## src/rtl/ask_mod_pipe.sv

```systemverilog
// ask_mod_pipe: 3-stage pipelined multi-level ASK modulator (carrier x held baseband symbol).
// Optional macro ASK_UNDERRUN_CNT_EN adds a saturating 16-bit underrun pulse counter port.
module ask_mod_pipe #(
    parameter int CW_W    = 10,
    parameter int BS_W    = 3,
    parameter int SYM_LEN = 16,
    parameter int CNT_W   = 8
) (
    input  logic                          clk,
    input  logic                          rst_n,
    input  logic signed [CW_W-1:0]        car_data,
    input  logic                          car_valid,
    input  logic signed [BS_W-1:0]        sym_data,
    input  logic                          sym_valid,
    output logic                          sym_ready,
    output logic signed [CW_W+BS_W-1:0]   mod_data,
    output logic                          mod_valid,
    output logic                          busy,
    output logic                          underrun
`ifdef ASK_UNDERRUN_CNT_EN
    ,
    output logic [15:0]                   underrun_cnt
`endif
);

    // state | meaning
    // IDLE  | no symbol active, carrier samples are multiplied by 0
    // RUN   | current symbol applied, counting carrier samples to the boundary

    localparam int PW = CW_W + BS_W;

    typedef enum logic {IDLE, RUN} state_t;

    state_t                 state, state_nx;
    logic signed [BS_W-1:0] cur_sym, cur_sym_nx;
    logic signed [BS_W-1:0] nxt_sym, nxt_sym_nx;
    logic                   nxt_full, nxt_full_nx;
    logic [CNT_W-1:0]       cnt, cnt_nx;
    logic                   underrun_nx;
    logic                   boundary;
    logic                   xfer;

    assign boundary  = (state == RUN) && car_valid && (cnt == CNT_W'(SYM_LEN - 1));
    assign sym_ready = !nxt_full || boundary;
    assign xfer      = sym_valid && sym_ready;
    assign busy      = (state == RUN);

    always_comb begin
        state_nx    = state;
        cur_sym_nx  = cur_sym;
        nxt_sym_nx  = nxt_sym;
        nxt_full_nx = nxt_full;
        cnt_nx      = cnt;
        underrun_nx = 1'b0;
        case (state)
            IDLE: begin
                if (xfer) begin
                    cur_sym_nx = sym_data;
                    cnt_nx     = '0;
                    state_nx   = RUN;
                end
            end
            RUN: begin
                if (car_valid) cnt_nx = cnt + CNT_W'(1);
                if (boundary) begin
                    cnt_nx = '0;
                    if (nxt_full) begin
                        cur_sym_nx  = nxt_sym;
                        nxt_full_nx = xfer;
                        if (xfer) nxt_sym_nx = sym_data;
                    end else if (xfer) begin
                        // late arrival on the boundary still counts as buffered in time
                        cur_sym_nx = sym_data;
                    end else begin
                        cur_sym_nx  = '0;
                        state_nx    = IDLE;
                        underrun_nx = 1'b1;
                    end
                end else if (xfer) begin
                    nxt_sym_nx  = sym_data;
                    nxt_full_nx = 1'b1;
                end
            end
            default: state_nx = IDLE;
        endcase
    end

    always_ff @(posedge clk or negedge rst_n) begin
        if (!rst_n) begin
            state    <= IDLE;
            cur_sym  <= '0;
            nxt_sym  <= '0;
            nxt_full <= 1'b0;
            cnt      <= '0;
            underrun <= 1'b0;
        end else begin
            state    <= state_nx;
            cur_sym  <= cur_sym_nx;
            nxt_sym  <= nxt_sym_nx;
            nxt_full <= nxt_full_nx;
            cnt      <= cnt_nx;
            underrun <= underrun_nx;
        end
    end

`ifdef ASK_UNDERRUN_CNT_EN
    always_ff @(posedge clk or negedge rst_n) begin
        if (!rst_n) begin
            underrun_cnt <= '0;
        end else if (underrun_nx && (underrun_cnt != 16'hFFFF)) begin
            underrun_cnt <= underrun_cnt + 16'd1;
        end
    end
`endif

    // Magnitudes carry one extra bit so the most negative inputs are exact.
    logic [CW_W:0] car_ext, car_mag;
    logic [BS_W:0] sym_ext, sym_mag;

    assign car_ext = {car_data[CW_W-1], car_data};
    assign car_mag = car_ext[CW_W] ? (~car_ext + (CW_W+1)'(1)) : car_ext;
    assign sym_ext = {cur_sym[BS_W-1], cur_sym};
    assign sym_mag = sym_ext[BS_W] ? (~sym_ext + (BS_W+1)'(1)) : sym_ext;

    logic          s1_valid, s1_sign;
    logic [CW_W:0] s1_mag_a;
    logic [BS_W:0] s1_mag_b;
    logic          s2_valid, s2_sign;
    logic [PW-1:0] s2_mag;
    logic [PW-1:0] prod_mag;

    always_comb begin
        prod_mag = '0;
        for (int i = 0; i <= BS_W; i++) begin
            if (s1_mag_b[i]) prod_mag = prod_mag + (PW'(s1_mag_a) << i);
        end
    end

    always_ff @(posedge clk or negedge rst_n) begin
        if (!rst_n) begin
            s1_valid  <= 1'b0;
            s1_sign   <= 1'b0;
            s1_mag_a  <= '0;
            s1_mag_b  <= '0;
            s2_valid  <= 1'b0;
            s2_sign   <= 1'b0;
            s2_mag    <= '0;
            mod_valid <= 1'b0;
            mod_data  <= '0;
        end else begin
            s1_valid <= car_valid;
            if (car_valid) begin
                s1_sign  <= car_data[CW_W-1] ^ cur_sym[BS_W-1];
                s1_mag_a <= car_mag;
                s1_mag_b <= sym_mag;
            end
            s2_valid <= s1_valid;
            if (s1_valid) begin
                s2_sign <= s1_sign;
                s2_mag  <= prod_mag;
            end
            mod_valid <= s2_valid;
            if (s2_valid) begin
                mod_data <= s2_sign ? (~s2_mag + PW'(1)) : s2_mag;
            end
        end
    end

endmodule

```

## config.mk

```make
export PLATFORM = sky130hd
export DESIGN_NAME = ask_mod_pipe
export DESIGN_NICKNAME = d
export VERILOG_FILES = /design/src/rtl/ask_mod_pipe.sv
export SDC_FILE = /design/constraint.sdc
export NUM_CORES = 1
export LEC_CHECK = 0
export BUFFER_PORTS_ARGS = -buffer_cell sky130_fd_sc_hd__buf_2
export CORE_UTILIZATION = 45
export DETAILED_ROUTE_END_ITERATION = 7
export PLACE_DENSITY_LB_ADDON = 0.1
export SKIP_CTS_REPAIR_TIMING = 1
export SLEW_MARGIN = 20
export SYNTH_ARGS = -nofsm -noshare
export SYNTH_HDL_FRONTEND = slang
export SYNTH_SLANG_ARGS = --single-unit
```

## constraint.sdc

```tcl
create_clock -name clk -period 5.7 [get_ports clk]
set_input_delay 1.425 -clock clk [delete_from_list [all_inputs] [get_ports clk]]
set_output_delay 1.425 -clock clk [all_outputs]
set_load 0.05 [all_outputs]
```

== Yosys cells after proc, flatten, opt, wreduce, memory -nomap -nowiden ==
Cells that the tools add are included.
W data, S select, Z words.

* Memories: 0
* Latch bits: 0
* Flip-flop bits (word level): 63
* Word-level logic and storage cells: 72
* Bits in read-only memories: 0
* Output and inout bits: 17
* RAM bits: 0

* Div/mod/pow operators: 0
* Reductions and logical operators: 10
* $mul: 0
* Add/subtract/negate cells: 7
* Magnitude comparators: 0
* Mux-type cells: 30
* Equality and inequality tests: 5
* Bitwise logic cells: 5
* Shifts and indexed selects: 0

{| class="wikitable"
|+ Operators with widths
! operator !! count
|-
| $mux W13 || 4
|-
| $add A13 B13 Y13 || 2
|-
| $mux W8 || 3
|-
| $mux W11 || 2
|-
| $mux W3 || 7
|-
| $pmux W8 S2 || 1
|-
| $add A13 B1 Y13 const B || 1
|-
| $add A13 B12 Y13 || 1
|-
| $not A13 Y13 || 1
|-
| $add A11 B1 Y11 const B || 1
|-
| $not A11 Y11 || 1
|-
| $mux W1 || 10
|-
| $add A8 B1 Y8 const B || 1
|-
| $eq A8 B4 Y1 const B || 1
|-
| $reduce_and A2 Y1 || 4
|-
| $pmux W3 S2 || 1
|-
| $add A4 B1 Y4 const B || 1
|-
| $mux W4 || 1
|-
| $ne A2 B2 Y1 const B || 2
|-
| $not A4 Y4 || 1
|-
| $logic_and A1 B1 Y1 || 3
|-
| $ne A3 B2 Y1 const B || 1
|-
| $ne A2 B1 Y1 const B || 1
|-
| $pmux W1 S2 || 1
|-
| other kinds (5) || 5
|}

== Logic depth before layout (Yosys ltp) ==
Gate-level depths: netlist (run 1).

* Word-level depth: 8
* Gate-level depth with buffers: 26
* Gate-level depth less buffers: 25

== Least setup slack after synthesis (run 1) ==
OpenSTA, ideal clock, no wires.

* Kind: register -> register
* From: register s1_mag_b[0]
* To: register s2_mag[12]
* Slack: 0.659 ns
* Setup time: 0.101 ns
* Required time: 5.599 ns
* Period minus slack after synthesis: 5.041 ns
* Stages on the path, launching flop included: 25
* Data arrival time: 4.941 ns
* Path through: dfrtp_1 clkbuf_1 and2_1 ha_1 inv_1 fa_1 nand2b_1 a21oi_1 o21a_1 o21ai_0 nand2_1 xor2_1 mux2_2 ha_1 a2111oi_0 o41ai_1 xor2_1 and2_1 a31o_2 ha_1 a21o_1 a41o_1 xnor2_1 nand3_1 o311ai_2

* Cells in the longest elaborated chain, start to end: 7

{| class="wikitable"
|+ Ends and longest elaborated chain
! item !! RTL line !! RTL
|-
| start, declared || 127 || <nowiki>logic [BS_W:0] s1_mag_b;</nowiki>
|-
| start signal, assigned || 155 || <nowiki>s1_mag_b <= sym_mag;</nowiki>
|-
| $mux W11 * || 135 || <nowiki>if (s1_mag_b[i]) prod_mag = prod_mag + (PW'(s1_mag_a) << i);</nowiki>
|-
| $add A13 B12 Y13 || 135 ||
|-
| $mux W13 * || 135 ||
|-
| $add A13 B13 Y13 || 135 ||
|-
| $mux W13 * || 135 ||
|-
| $add A13 B13 Y13 || 135 ||
|-
| $mux W13 * || 135 ||
|-
| end signal, assigned || 160 || <nowiki>s2_mag <= prod_mag;</nowiki>
|-
| end, declared || 129 || <nowiki>logic [PW-1:0] s2_mag;</nowiki>
|}

Mark *: on every way between the ends. The rest lies on a longest branch, timed or not.
A chain may end at the register's enable or synchronous reset.

== Worst setup path in the final report (run 1) ==
* From: register s1_mag_a[1]
* To: register s2_mag[12]

* Cells in the longest elaborated chain, start to end: 7

{| class="wikitable"
|+ Ends and longest elaborated chain
! item !! RTL line !! RTL
|-
| start, declared || 126 || <nowiki>logic [CW_W:0] s1_mag_a;</nowiki>
|-
| start signal, assigned || 154 || <nowiki>s1_mag_a <= car_mag;</nowiki>
|-
| $mux W11 || 135 ||
|-
| $add A13 B12 Y13 || 135 ||
|-
| $mux W13 || 135 ||
|-
| $add A13 B13 Y13 || 135 ||
|-
| $mux W13 || 135 ||
|-
| $add A13 B13 Y13 || 135 ||
|-
| $mux W13 * || 135 ||
|}

Marks and branches as above.

==> results of run 1 <==
-- power by group --
group | total (uW) | internal (uW) | switching, uW
Sequential | 738 | 588 | 150
Combinational | 1890 | 810 | 1080
Clock | 443 | 258 | 185
-- state kept, by name, summed over array words and instances, names as in the netlist, 3 cells and up --
register / flops
nxt_sym: 3
cur_sym: 3
s1_mag_b: 4
s1_mag_a: 11
cnt: 8
mod_data: 13
s2_mag: 13
-- Yosys cell counts (4+ instances only) --
library cell	count
o31a_1	4
o41ai_1	5
ha_1	31
nor2b_1	6
mux2_2	19
nor3_1	18
o21ai_0	22
or3_1	9
nand2b_1	6
xnor2_1	21
o211ai_1	7
xor2_1	17
nand3_1	20
o21a_1	7
inv_1	29
a21oi_1	43
nor2_1	46
nand2_1	41
or4_1	4
o31ai_1	8
o22ai_1	8
dfrtp_1	63
clkbuf_1	20
mux2i_1	11
a21o_1	8
and2_1	9
-- cell type report --
cell class,count,area (um2)
Clock buffer,11,141
Clock inverter,5,81.3
Fill cell,993,5030
Inverter,31,116
Multi-Input combinational cell,421,2970
Sequential cell,63,1580
Tap cell,136,170
Timing Repair Buffer,37,195
-- metal layers --
metal	share of wire, %	track usage [%]	up-vias
met5	0	0	-
met4	1.0	6.04	0
met3	3.3	3.68	9
met2	47	33.2	61
met1	49	27.5	1842
li1	-	-	2006
-- logic make-up after synthesis --
logic type,after synthesis
AOI/OAI and AO/OA,141
xor gates and xnor gates,38
adders and majority gates,34
buffers and inverters,53
DFF,63
muxes,31
and+or+nand+nor,177
-- through the flow --
stage / hold WS [ps] / utilization [%] / cells / total power, uW / worst slack (ps)
after floorplan: 352 / - / 537 / 2240 / 659
after global placement: 479 / 48.8 / 688 / 2590 / 486
after detailed placement: 481 / 48.8 / 688 / 2610 / 352
after CTS: 496 / 51.0 / 704 / 3070 / 266
after global routing: 520 / 51.1 / 704 / 3350 / 23.1
final: 494 / 51.1 / 704 / 3070 / 457
-- worst register-to-register path, stage by stage (launching register included) --
cell and delay, ps:
dfrtp_1 490, and2_1 200, ha_1 200, inv_1 70, fa_1 420, nand2b_1 160
a21oi_1 250, o21a_1 190, o21ai_0 120, nand2_1 110, xor2_1 60, mux2_2 270
ha_1 340, nor3_2 80, o41ai_1 380, xor2_1 130, and2_1 180, a31o_2 210
ha_1 320, a21o_1 190, a41o_1 210, xnor2_1 200, nand3_1 120, o311ai_2 240
-- path summary, 6_finish.rpt --
| kind | from | to | slack (ps) | depth (start not counted) |
|---|---|---|---|---|
| worst max register to register | s1_mag_a[1] | s2_mag[12] | 460 | 23 |
| min in group asynchronous | rst_n | s1_mag_a[9] | 1260 | 2 |
| worst min-delay path | cnt[7] | cnt[7] | 490 | 1 |
| max in group asynchronous | rst_n | s2_mag[0] | 3910 | 2 |
| worst max-delay path | s1_mag_a[1] | s2_mag[12] | 460 | 23 |
| worst min register to register | cnt[7] | cnt[7] | 490 | 1 |
==> metrics.cfg, run 1 <==
[outcome]
status=completed

[worst_setup_path]
path_class=flop to flop
path_buf_inv=1
max_stage_delay_ps=490
cp_slowest_cell=dfrtp_1
cp_cell_sequence=and2_1, ha_1, inv_1, fa_1, nand2b_1, a21oi_1, o21a_1, o21ai_0, nand2_1, xor2_1, mux2_2, ha_1, nor3_2, o41ai_1, xor2_1, and2_1, a31o_2, ha_1, a21o_1, a41o_1, xnor2_1, nand3_1, o311ai_2
crit_family=compound AO/OA/AOI/OAI gates
critPathMaxFanout=7
startpoint_type=flop
cpMostUsedCell=ha_1
worst_setup_path_end_kind=flop
crit_required_ps=5940
crit_arrival_ps=5490

[logic_synthesis]
ys_seq_area_share_pct=33.3
synth.yosys.warnings=0
synth_compound_area_share_pct=20.2
synthFlopType=dfrtp_1
synth-simple-area-share_pct=18.7
synth_area_leaders=dfrtp_1 33%, ha_1 8.2%, a21oi_1 4.5%
yosys.area_share.adder_pct=9.46
netlist.area_leader.share_pct=33.3
synth_edf_count=0
yosys.area.top_type=dfrtp_1
synth.net_count=588
syn_area_per_cell_um2=8.82
synth_top_family_by_area=compound AO/OA/AOI/OAI gates
synthMuxAreaShare_pct=7.16
synthCells=537
synthXorXnorAreaFrac_pct=7.03
synth_area_um2=4730
yosysUniqueCellTypes=63
async_reset_ff_share_pct=100
ys_seq_elements=63

[cts]
clock-sinks=63
cts.reportedPaths.clkPinSlew_ps=80
clk_latency_ps=340
cts_buffers=9
clk_root_buffer_cell=clkbuf_8
h-tree-depth=3
cts_tree=yes
clockBufferDepth=2

[global_routing]
antenna_found_initial=0
grt_pass1_vias=3785
grt_max_degree=64
gr-total-overflow=0
grtUsageTotal_pct=20.3
grt_pass1_wl_um=17900

[timing]
finalSetupViolations=0
min_period_over_period_pct=92.0
rsz0062_at_grt=false
relSlewSlack_pct=45.6
drv_slew=0
fin_crit_ps=5240
setup_tns_ps=0
tightest_slew_ps=816
hold_viol_final=0
fmax_mhz=191
skew_ps=10.1

[placement]
dpl_cell_area_um2=5020
io_buffer_count=33
gp_congestion=0.837
dp_hpwl_um=7770

[detailed_routing]
ant_nets=0
wl_per_cell_um=14.8
dr.pass1.iters=5
routed_wl_um=10400
drt_iter0_drc=139
via_per_inst=5.57
route.detailed.drc=0
dr_total_vias=3918

[finish]
final_cell_mix=63 x dfrtp_1, 46 x nor2_1, 43 x a21oi_1
antenna_cells=0
stdcell_area_um2=5250
nets=614
drive_gt1_share_pct=15.3
layout_commonest_cell=dfrtp_1
syn_to_final_growth_pct=10.9

[die]
io_pins=34
die_w_um=105
fp-row-count=37
die_h_um=105
dieArea_um2=10900
initial_utilization_pct=46.1
core_um2=10300

[power_and_ir_drop]
cellPowerDensity_nw_per_um2=584
p_leak_uw=0.00231
ir_drop_mv=0.217

[hold_path]
hp-class=flop to flop

[flow_run]
drv_cap=0

Power figures use the tool's default switching activity.
==> run 2, diff against run 1 <==
--- a/config.mk
+++ b/config.mk
@@ -5,9 +5,9 @@
 export SDC_FILE = /design/constraint.sdc
 export NUM_CORES = 1
 export LEC_CHECK = 0
-export BUFFER_PORTS_ARGS = -buffer_cell sky130_fd_sc_hd__buf_2
 export CORE_UTILIZATION = 45
 export DETAILED_ROUTE_END_ITERATION = 7
+export DONT_BUFFER_PORTS = 1
 export PLACE_DENSITY_LB_ADDON = 0.1
 export SKIP_CTS_REPAIR_TIMING = 1
 export SLEW_MARGIN = 20
==> metrics.cfg, run 2 (same netlist as run 1, synthesis figures left out) <==
[finish]
final_cell_mix=63 x dfrtp_1, 46 x nor2_1, 43 x a21oi_1
nets=578  ; -5.9%
top_regs=mod_data x13, s2_mag x13, s1_mag_a x11
layoutNonFillerInstCount=668  ; -5.1%
stdcell_area_um2=5050  ; -3.8%
syn_to_final_growth_pct=6.66
final_core_util_pct=49.1  ; -2.0 points
antenna_cells=0  ; unchanged
fillers=990  ; -0.30%
layout_commonest_cell=dfrtp_1
drive_gt1_share_pct=9.59  ; -5.7 points

[placement]
pre_cts_ws_ps=364  ; +11.7 ps
dp_hpwl_um=7870  ; +1.2%
io_buffer_count=0  ; -100%
dpl_cell_area_um2=4830  ; -3.7%
gp_congestion=0.841  ; +0.38%
dpl.cell_count=652  ; -5.2%

[global_routing]
grt_pass1_wl_um=17900  ; -0.11%
grt_use_met2_pct=32.9  ; -0.24 points
antenna_found_initial=0  ; unchanged
gr-total-overflow=0  ; unchanged
grtUsageTotal_pct=20.2  ; -0.092 points
grt_busiest_layer=met2
grt_max_degree=64  ; unchanged
grt_use_met3_pct=4.24  ; +0.56 points
grt_pass1_vias=3709  ; -2.0%
grt_use_met1_pct=27.6  ; +0.036 points

[timing]
fin_crit_ps=5210  ; -38.1 ps
finalSetupViolations=0  ; unchanged
setup_tns_ps=0  ; unchanged
setup_slack_ps=495  ; +38.1 ps
relSlewSlack_pct=45.7  ; +0.056 points
skew_ps=7.91  ; -2.22 ps
tightest_slew_ps=815  ; -0.839 ps
hold_viol_final=0  ; unchanged
fmax_mhz=192  ; +0.73%
min_period_over_period_pct=91.3  ; -0.67 points
drv_slew=0  ; unchanged

[worst_setup_path]
path_class=flop to flop
startpoint=s1_mag_a[1]
startpoint_type=flop
critPathMaxFanout=7  ; unchanged
rrSetupSlack_ps=490  ; +40 ps
worst_setup_path_end_kind=flop
crit_required_ps=5950  ; about the same
reg2reg_from=s1_mag_a[1]
crit_arrival_ps=5450  ; -40 ps

[cts]
clk_root_buffer_cell=clkbuf_8
cts_buffers=9  ; unchanged
clk_latency_ps=340  ; about the same
cts_tree=yes
cts.reportedPaths.clkPinSlew_ps=70  ; about the same
clockBufferDepth=2  ; unchanged
h-tree-depth=3  ; unchanged
clock-sinks=63  ; unchanged

[power_and_ir_drop]
swShare_pct=46.8  ; +0.82 points
clkPwrFrac_pct=13.7  ; -0.7 points
pwr-share-comb_pct=55.5  ; -6.0 points
p_int_uw=1580  ; -4.4%
p_leak_uw=0.00216  ; -6.6%
cellPowerDensity_nw_per_um2=590  ; +0.91%
ir_drop_mv=0.225  ; +3.7%
p_sw_uw=1390  ; -1.2%
seqPwrFrac_pct=30.8  ; +6.8 points

[hold_path]
min_from=cnt[7]
hp-class=flop to flop

[detailed_routing]
dr_total_vias=3845  ; -1.9%
drt_iter0_drc=139  ; unchanged
route.detailed.drc=0  ; unchanged
routed_wl_um=10500  ; +0.67%
wl_per_cell_um=15.7  ; +6.1%
ant_nets=0  ; unchanged
via_per_inst=5.76  ; +3.4%
dr.pass1.iters=4  ; -1

[flow_run]
drv_cap=0  ; unchanged

[die]
die_w_um=105  ; unchanged
core_um2=10300  ; unchanged
io_pins=34  ; unchanged
initial_utilization_pct=46.1  ; unchanged
fp-row-count=37  ; unchanged
dieArea_um2=10900  ; unchanged
die_h_um=105  ; unchanged

[outcome]
status=completed

run 2: cell types whose count changed in the layout (fill, tap and decap cells not counted), sizes merged:
cell / previous run / this run
clkinv: 3 / 2
clkinvlp: 1 / 2
bufinv: 2 / 1
buf: 37 / 1
clkbuf: 11 / 12
run 2: routing by layer:
layer  wire (um)  vias to the layer above
met5           0                        -
met4          84                        0
met3         431                        8
met2        4960                       77
met1        5020                     1827
li1            -                     1933
run 2: power by group through the flow:
stage / logic (uW) / registers, uW / clock network (uW)
detailed placement: 1620 / 928 / 0
global route: 1860 / 951 / 436
floorplan: 1390 / 844 / 0
CTS: 1630 / 920 / 419
global placement: 1590 / 924 / 0
finish: 1650 / 918 / 407
run 2: critical path, stage by stage (launching register included):
cell and delay [ps]:
dfrtp_1 500, and2_1 200, ha_1 190, inv_1 60, fa_1 420, nand2b_1 170
a21oi_1 250, nor3_1 80, o31ai_1 290, ha_1 330, o21a_1 230, a2111oi_2 430
nor3_1 120, xor2_1 150, mux2i_1 230, inv_1 70, ha_1 240, nor3_1 170
o2111ai_1 170, a41o_1 270, xnor2_1 180, nand3_1 110, o311ai_2 240
run 2: worst paths after layout:
path,end,cells after the start
max,s2_mag[12],22
min,cnt[7],1
max reg2reg,s2_mag[12],22
min reg2reg,cnt[7],1
max in group asynchronous,s1_mag_a[9],0
min in group asynchronous,s2_mag[12],0
run 2: layout make-up:
cell class	count	area, um2	share of cell area (%)
timing repair buffer	1	7.51	0.149
sequential	63	1580	31.2
inverter	31	116	2.30
clock inverter	4	53.8	1.07
clock buffer	12	155	3.07
multi-input combinational	421	2970	58.8
tap	136	170	3.37
run 2: through the flow:
stage / power, uW / hold WS (ps)
6_report: 2980 / 499
5_1_grt: 3250 / 524
4_1_cts: 2970 / 493
3_5_place_dp: 2550 / 478
3_3_place_gp: 2520 / 478
2_1_floorplan: 2240 / 352
==> run 3, diff against run 2 <==
--- a/config.mk
+++ b/config.mk
@@ -5,7 +5,10 @@
 export SDC_FILE = /design/constraint.sdc
 export NUM_CORES = 1
 export LEC_CHECK = 0
-export CORE_UTILIZATION = 45
+export ABC_AREA = 0
+export CELL_PAD_IN_SITES_DETAIL_PLACEMENT = 1
+export CELL_PAD_IN_SITES_GLOBAL_PLACEMENT = 2
+export CORE_UTILIZATION = 40
 export DETAILED_ROUTE_END_ITERATION = 7
 export DONT_BUFFER_PORTS = 1
 export PLACE_DENSITY_LB_ADDON = 0.1
==> metrics.cfg, run 3 (same netlist as run 1, synthesis figures left out) <==
[outcome]
status=completed

[cts]
clk_root_buffer_cell=clkbuf_16
h-tree-depth=3  ; unchanged
clock-sinks=63  ; unchanged
clk_latency_ps=340  ; about the same
clockBufferDepth=2  ; unchanged
cts.reportedPaths.clkPinSlew_ps=60  ; about the same
cts_tree=yes
cts_buffers=9  ; unchanged

[detailed_routing]
via_per_inst=5.80  ; +0.83%
dr.pass1.iters=4  ; unchanged
ant_nets=0  ; unchanged
wl_per_cell_um=18.3  ; +16%
drt_iter0_drc=174  ; +25%
routed_wl_um=12400  ; +18%
dr_total_vias=3929  ; +2.2%
route.detailed.drc=0  ; unchanged

[die]
dieArea_um2=12300  ; +12%
fp-row-count=39  ; +5.4%
core_um2=11500  ; +12%
io_pins=34  ; unchanged
die_w_um=111  ; +6.0%
die_h_um=111  ; +6.0%
initial_utilization_pct=41.3  ; -4.8 points

[finish]
syn_to_final_growth_pct=9.78
final_cell_mix=62 x dfrtp_1, 46 x nor2_1, 43 x a21oi_1
multi_input_area_um2=2970  ; unchanged
antenna_cells=0  ; unchanged
final_core_util_pct=45.3  ; -3.8 points
fillers=1329  ; +34%
top_regs=mod_data x13, s2_mag x13, s1_mag_a x11
drive_gt1_share_pct=10.3  ; +0.71 points
seqCellArea_um2=1580  ; about the same
layout_commonest_cell=dfrtp_1
nets=580  ; +0.35%

[placement]
io_buffer_count=0  ; unchanged
gp_congestion=0.796  ; -5.3%
dp_hpwl_um=9350  ; +19%

[worst_setup_path]
worst_setup_path_end_kind=flop
critPathCapture=s2_mag[12]
path_class=flop to flop
reg2reg_to=s2_mag[12]
max_stage_delay_ps=450  ; -50 ps
startpoint_type=flop
rrSetupSlack_ps=440  ; -60 ps
crit_required_ps=5950  ; about the same
critPathMaxFanout=7  ; unchanged
startpoint=s1_mag_a[1]
reg2reg_from=s1_mag_a[1]
cpMostUsedCell=ha_1
crit_arrival_ps=5510  ; +60 ps
cp_cell_sequence=and2_1, ha_1, inv_1, fa_1, nand2b_1, a21oi_1, o21a_1, o21ai_0, nand2_1, xor2_1, mux2_2, ha_1, nor3_2, o41ai_1, xor2_1, and2_1, a31o_2, ha_1, a21o_1, a41o_1, xnor2_1, nand3_1, o311ai_2
rr_worst_depth=23  ; +4.5%
cp_slowest_cell=dfrtp_2

[timing]
drv_slew=0  ; unchanged
rsz0062_at_grt=false
tightest_slew_ps=879  ; +63.9 ps
finalSetupViolations=0  ; unchanged
hold_viol_final=0  ; unchanged
setup_tns_ps=0  ; unchanged
fmax_mhz=190  ; -1.1%
fin_crit_ps=5260  ; +55.9 ps
skew_ps=9.46  ; +1.55 ps
relSlewSlack_pct=41.4  ; -4.3 points
min_period_over_period_pct=92.3  ; +0.98 points

[power_and_ir_drop]
ir_drop_mv=0.324  ; +44%
p_leak_uw=0.00222  ; +3.0%
cellPowerDensity_nw_per_um2=627  ; +6.3%

[global_routing]
grt_pass1_vias=4236  ; +14%
antenna_found_initial=0  ; unchanged
gr-total-overflow=0  ; unchanged
grt_max_degree=64  ; unchanged
grt_pass1_wl_um=21300  ; +19%
grtUsageTotal_pct=21.8  ; +1.5 points

[hold_path]
hp-class=flop to flop

[flow_run]
drv_cap=0  ; unchanged

run 3: report_power, final:
part / internal (uW) / leakage (uW) / switching (uW)
logic: 781 / 0.00132 / 959
registers: 586 / 0.000749 / 318
clock network: 397 / 0.000155 / 217
run 3: stage by stage:
step / setup WS [ps] / hold WS, ps / power (uW) / cell area (um2) / std cells
finish: 439 / 498 / 3260 / 5200 / 677
global route: 8.34 / 525 / 3530 / 5200 / 677
CTS: 178 / 502 / 3270 / 5180 / 677
detailed placement: 217 / 494 / 2640 / 4850 / 661
global placement: 426 / 477 / 2590 / 4850 / 661
floorplan: 659 / 352 / 2240 / 4730 / 537
run 3: worst min path at each step:
stage,startpoint,to,slack [ps],cells after the start
final,cnt[0],cnt[0],500,1
after global routing,nxt_sym[0],nxt_sym[0],530,1
after CTS,cnt[0],cnt[0],500,1
after detailed placement,cnt[7],cnt[7],490,1
after global placement,cnt[7],cnt[7],480,1
after floorplan,s1_valid,s2_valid,350,0
run 3: per-layer routing:
metal | vias up | share of wire, % | GRT usage, %
met5 | - | 0 | 0
met4 | 0 | 1.9 | 8.00
met3 | 15 | 2.9 | 3.55
met2 | 48 | 48 | 36.4
met1 | 1936 | 48 | 28.2
li1 | 1930 | - | -
run 3: cell type report:
class                   count  area share [%]
clock inverters             6            1.78
repair buffers              3           0.433
inverters                  31            2.24
flip-flops and latches     63            30.4
multi-input cells         421            57.1
clock buffers              10            4.60
well taps                 143            3.44
run 3: critical path, delay by kind of cell, from the launching register on:
kind / cells / cell delay, ps
XOR/XNOR: 3 / 380
AO/OA/AOI/OAI: 8 / 1870
multiplexers: 1 / 270
buffers and inverters: 1 / 60
AND/OR/NAND/NOR: 6 / 840
flip-flops: 1 / 450
adder cells (fa/ha/maj): 4 / 1270
